`config.mk`:
```
export PLATFORM = sky130hd
export DESIGN_NAME = req_pending_capture
export DESIGN_NICKNAME = d
export VERILOG_FILES = /design/src/rtl/req_pending_capture.sv
export SDC_FILE = /design/constraint.sdc
export NUM_CORES = 1
export LEC_CHECK = 0
export ABC_AREA = 0
export BUFFER_PORTS_ARGS = -buffer_cell sky130_fd_sc_hd__buf_2
export CORE_ASPECT_RATIO = 2
export CORE_MARGIN = 2
export CORE_UTILIZATION = 45
export DETAILED_ROUTE_END_ITERATION = 7
export GPL_ROUTABILITY_DRIVEN = 0
export PLACE_DENSITY_LB_ADDON = 0.1
export SYNTH_ARGS = -nofsm -noshare
export SYNTH_HDL_FRONTEND = slang
export SYNTH_SLANG_ARGS = --single-unit
```
`constraint.sdc`:
```
create_clock -name clk -period 2.74 [get_ports clk]
set_clock_uncertainty 0.1 [all_clocks]
set_input_delay 0.822 -clock clk [delete_from_list [all_inputs] [get_ports clk]]
set_output_delay 0.822 -clock clk [all_outputs]
set_load 0.02 [all_outputs]
```
`src/rtl/req_pending_capture.sv`:
```
// Edge-captures 16 request lines into a pending mask for the priority encoder.
// Define REQ_OVERRUN_CNT_EN to add the saturating ovr_cnt overrun counter.
module req_pending_capture (
    input  logic        clk,
    input  logic        rst,
    input  logic [15:0] req_in,
    output logic [15:0] pend_mask,
    input  logic [7:0]  enc_code,
    output logic        out_valid,
    output logic [3:0]  out_idx,
    input  logic        out_ready
`ifdef REQ_OVERRUN_CNT_EN
    ,
    output logic [7:0]  ovr_cnt
`endif
);

    localparam int NREQ = 16;
    localparam int IDXW = 4;

    typedef enum logic [1:0] {
        IDLE   = 2'd0,
        VALID  = 2'd1,
        SETTLE = 2'd2
    } state_t;

    state_t            state;
    state_t            state_n;
    logic [NREQ-1:0]   req_q;
    logic [NREQ-1:0]   rise;
    logic [NREQ-1:0]   clr;
    logic              enc_ok;
    logic              accept;
    logic              valid_n;
    logic [IDXW-1:0]   idx_n;

    assign rise   = req_in & ~req_q;
    assign enc_ok = (enc_code[7:4] == 4'd0);

    always_comb begin
        clr = '0;
        if (accept) begin
            clr[out_idx] = 1'b1;
        end
    end

    always_comb begin
        state_n = state;
        valid_n = out_valid;
        idx_n   = out_idx;
        accept  = 1'b0;
        unique case (state)
            IDLE: begin
                if (enc_ok) begin
                    valid_n = 1'b1;
                    idx_n   = enc_code[IDXW-1:0];
                    state_n = VALID;
                end
            end
            VALID: begin
                if (out_ready) begin
                    accept  = 1'b1;
                    valid_n = 1'b0;
                    state_n = SETTLE;
                end
            end
            SETTLE: begin
                state_n = IDLE;
            end
            default: begin
                state_n = IDLE;
            end
        endcase
    end

    // A rise on the bit being cleared this cycle keeps it pending.
    always_ff @(posedge clk) begin
        if (rst) begin
            req_q     <= '0;
            pend_mask <= '0;
            out_valid <= 1'b0;
            out_idx   <= '0;
            state     <= IDLE;
        end else begin
            req_q     <= req_in;
            pend_mask <= (pend_mask & ~clr) | rise;
            out_valid <= valid_n;
            out_idx   <= idx_n;
            state     <= state_n;
        end
    end

`ifdef REQ_OVERRUN_CNT_EN
    logic ovr_hit;

    assign ovr_hit = |(rise & pend_mask & ~clr);

    always_ff @(posedge clk) begin
        if (rst) begin
            ovr_cnt <= '0;
        end else if (ovr_hit && (ovr_cnt != 8'hFF)) begin
            ovr_cnt <= ovr_cnt + 8'd1;
        end
    end
`endif

endmodule

```
After elaboration in Yosys (flattened, before gate mapping)
Index checks and enable logic that the tools add are counted.
{"block": "totals", "ff_bits": 39, "input_bits": 27, "out_inout_bits": 21, "word_cells": 33}
{"block": "op_classes", "magnitude_cmp": 2, "eq_ne": 3, "muxes": 11, "bitwise": 5, "reduce_logical": 7}
{"cell": "AND 16 bit", "n": 2}
{"cell": "inverter 16 bit", "n": 2}
{"cell": "two-way mux 16 bit", "n": 1}
{"cell": "bitwise OR 16 bit", "n": 1}
{"cell": "< comparator 4 x 5 -> 1 bit, second input constant", "n": 1}
{"cell": "two-way mux 1 bit", "n": 5}
{"cell": "demux 1 bit (select 4 bit)", "n": 1}
{"cell": ">= comparator 4 x 1 -> 1 bit, second input constant", "n": 1}
{"cell": "logical NOT 4 bit", "n": 1}
{"cell": "two-way mux 2 bit", "n": 2}
{"cell": "inequality test 2 bit, second input constant", "n": 2}
{"cell": "case mux 2 bit (2 select lines)", "n": 1}
{"cell": "AND reduction 2 bit", "n": 2}
{"cell": "AND reduction 3 bit", "n": 1}
{"cell": "equality test 2 x 1 -> 1 bit, second input constant", "n": 1}
{"cell": "logical NOT 2 bit", "n": 1}
{"cell": "case mux 1 bit (2 select lines)", "n": 1}
{"cell": "nonzero test 2 bit", "n": 1}
{"cell": "logical AND 1 bit", "n": 1}

Depth between registers and ports, before layout
{"block": "depth", "word_depth": 8, "mapped_depth": 5, "depth_no_buf": 3}

Least setup slack after synthesis
OpenSTA, ideal clock, no wires.
{"block": "synth_path", "kind": "in2reg", "start": "in out_ready", "end": "reg pend_mask[0]", "setup_time_ns": 0.117, "arrival_ns": 1.916, "required_ns": 2.523, "path_slack_ns": 0.606, "path_stages": 3, "path_buffers": 0, "path_cell_list": "or3b_4 -> or4_1 -> a32o_1"}
{"block": "synth_via", "elab_chain_cells": 6}
{"element": "start, declared", "line": "11", "text": "input logic out_ready"}
{"element": "two-way mux 1 bit", "line": "61", "text": "if (out_ready) begin"}
{"element": "two-way mux 1 bit", "line": "52", "text": "unique case (state)"}
{"element": "two-way mux 16 bit", "line": "42", "text": "if (accept) begin"}
{"element": "inverter 16 bit", "line": "86", "text": "pend_mask <= (pend_mask & ~clr) | rise;"}
{"element": "AND 16 bit", "line": "86"}
{"element": "bitwise OR 16 bit", "line": "86"}
{"element": "end signal, assigned", "line": "86"}
{"element": "end, declared", "line": "7", "text": "output logic [15:0] pend_mask,"}
Every way passes these cells.
A chain may end at the register's enable or synchronous reset.

Worst setup path in the final report
Same ends and word-level chain as after synthesis.

==> out/results.ini <==
[status]
status=finished, final reports clean

[critical_path]
cp_max_fo=7
reg2regPathDepth=3
rrSetupSlack_ns=0.99
arrival_ns=2.11
cp_data_required_time_ns=2.82
end_kind=flip-flop
worst-setup-path-type=input pin to flip-flop
start_kind=input pin
reg2reg_to=pend_mask[0]
r2r_start=out_idx[1]

[flow_run]
cap_violations=0

[routing]
vias_per_cell=5.35
drt-initial-drc-count=33
wl_per_cell_um=13.4
ant_nets=0
vias=1176
firstDrtPassIters=4
wirelength_um=2950
drc=0

[synth]
synthSimpleGateAreaFrac=0.187
synth_compound_area_frac=0.150
synth-seq-cells=39
yosysUniqueCellTypes=22
synth_xor_area_frac=0
ys_seq_area_frac=0.571
yosys_warnings=0
yosys-top-cells-area=dfxtp_1 57%, nand2_1 5.8%, o311ai_0 5.1%
synth.avg_cell_area_um2=9.63
synth_top_cell_area_share=0.571
synthCells=142
synth_top_family_by_area=simple AND/OR/NAND/NOR gates
syn_nets=169
syn_area_mm2=0.00137
synthMuxAreaShare=0.0293
synth_area_leader_cell=dfxtp_1
synth_fa_ha_area_frac=0

[global_route]
overflow=0
grt_use_met3=0.0527
grt-busiest-layer=met2
grtUsageMet1=0.179
grt_pass1_wl_um=4690
grt_max_degree=35
grt_pass1_vias=1106
use_met2=0.317
grt_antenna_before_repair=0
grtUsageTotal=0.179

[cells_and_area]
n_antenna_cell=0
multi_input_area_um2=500
regArea_um2=781
drive_gt1_frac=0.289
nets=218
fillers=292
area_growth_pct=23.9

[clock_tree]
cts-root-buf=clkbuf_8
cts_hold_buf=0
cts_sinks=39
htree_levels=2
cts_setup_buffers=0
clock_path_buffers=2
clk_transition_reported_paths_ns=0.07
post_cts_resize_count=0
tritoncts=built
cts-buffers-inserted=5
clk_latency_ns=0.29

[floorplanning]
core_area_mm2=0.00294
start_util=0.465
die_h_um=82.0
rows=28
die-area_mm2=0.00352
die_x_um=43.0
pin_count=48

[placed_design]
place_ws_ns=0.427
port_buffers=47
place_hpwl_um=2180

[sta]
setup_violations=0
fmaxAchievable_mhz=494
fin_ws_ns=0.714
tns_ns=0
slew_viol_final=0
final_hold_viol_count=0
finalCriticalPeriod_ns=2.03
slew_headroom=0.646
tightest_slew_ns=0.531
finalCritPeriodShare=0.739
rsz0062_at_grt=no

[worst_hold_path]
whs_endpoint=pend_mask[4]
hp-start=req_q[4]
holdPathStages=1
hold_path.class=flip-flop to flip-flop

[pwr]
vdd_drop_max_mv=0.375
power.density_mw_per_mm2=650
p_leak_nw=0.791

## synth_stat cells (all sizes together)
| library cell | number |
|---|---|
| or4 | 6 |
| mux2i | 4 |
| nand2 | 21 |
| inv | 18 |
| o211ai | 2 |
| clkbuf | 5 |
| nor2b | 6 |
| dfxtp | 39 |
| nand3b | 2 |
| nand4 | 1 |
| nand2b | 3 |
| o21ai | 10 |
| o311ai | 8 |
| or3b | 2 |
| and3 | 1 |
| or2b | 1 |
| a32o | 6 |
| a21oi | 2 |
| nor2 | 4 |
| nand3 | 1 |
## final cells by class
| type | instances | area share |
|---|---|---|
| Sequential cell | 39 | 0.461 |
| Multi-Input combinational cell | 80 | 0.295 |
| Timing Repair Buffer | 47 | 0.139 |
| Clock buffer | 6 | 0.0428 |
| Inverter | 18 | 0.0399 |
| Tap cell | 30 | 0.0222 |
## flip-flops by register name, indices dropped and copies added, names as in the netlist
| register | flops |
|---|---|
| out_idx | 4 |
| out_valid | 1 |
| pend_mask | 16 |
| req_q | 16 |
| state | 2 |
## cell usage in the layout, fill, tap and decap left out
master,n
buf_2,47
dfxtp_1,39
nand2_1,21
inv_1,17
o21ai_0,10
o311ai_0,8
nor2b_1,6
or4_1,6
a32o_1,6
clkbuf_8,5
nor2_1,4
mux2i_1,4
nand2b_1,3
nand3b_1,2
o211ai_1,2
a21oi_1,2
inv_2,1
or3b_4,1
or2b_1,1
nand4_1,1
nand3_1,1
and3_1,1
or3b_2,1
clkbuf_1,1
## layer usage
| metal | wire, um | up-vias |
|---|---|---|
| li1 | - | 587 |
| met4 | 83 | 0 |
| met5 | 0 | - |
| met2 | 1590 | 41 |
| met1 | 1110 | 540 |
| met3 | 176 | 8 |
## critical path: stages
cell and delay, ns:
buf_2 0.12, or3b_4 0.43, or4_1 0.48, a32o_1 0.26
## per-stage QoR
stage                     hold slack [ns]  utilization  total power, W  instance area [um2]  std cells
after floorplan                     0.299            -        0.000709                 1370        142
after global placement              0.301        0.551        0.000759                 1620        214
after detailed placement            0.308        0.551        0.000763                 1620        214
after CTS                           0.318        0.576         0.00111                 1690        220
after global routing                0.324        0.576         0.00115                 1690        220
final                               0.316        0.576         0.00110                 1690        220
## report_power, final
part	switching, W	internal (W)
clock	0.000181	0.000169
sequential	0.0000176	0.000605
combinational	0.0000752	0.0000521
## logic make-up after synthesis
| family | Yosys count |
|---|---|
| AO/OA/AOI/OAI | 28 |
| buffers and inverters | 23 |
| flip-flops | 39 |
| multiplexers | 4 |
| AND/OR/NAND/NOR | 48 |
## worst max-delay path by stage
| stage | startpoint | to | slack, ns | depth (start not counted) |
|---|---|---|---|---|
| floorplan | out_ready | pend_mask[0] | 0.61 | 3 |
| global placement | out_ready | pend_mask[1] | 0.44 | 4 |
| detailed placement | out_ready | pend_mask[0] | 0.43 | 4 |
| CTS | out_ready | pend_mask[0] | 0.72 | 4 |
| global route | out_ready | pend_mask[0] | 0.68 | 4 |
| finish | out_ready | pend_mask[0] | 0.71 | 4 |
Power figures use the tool's default switching activity.
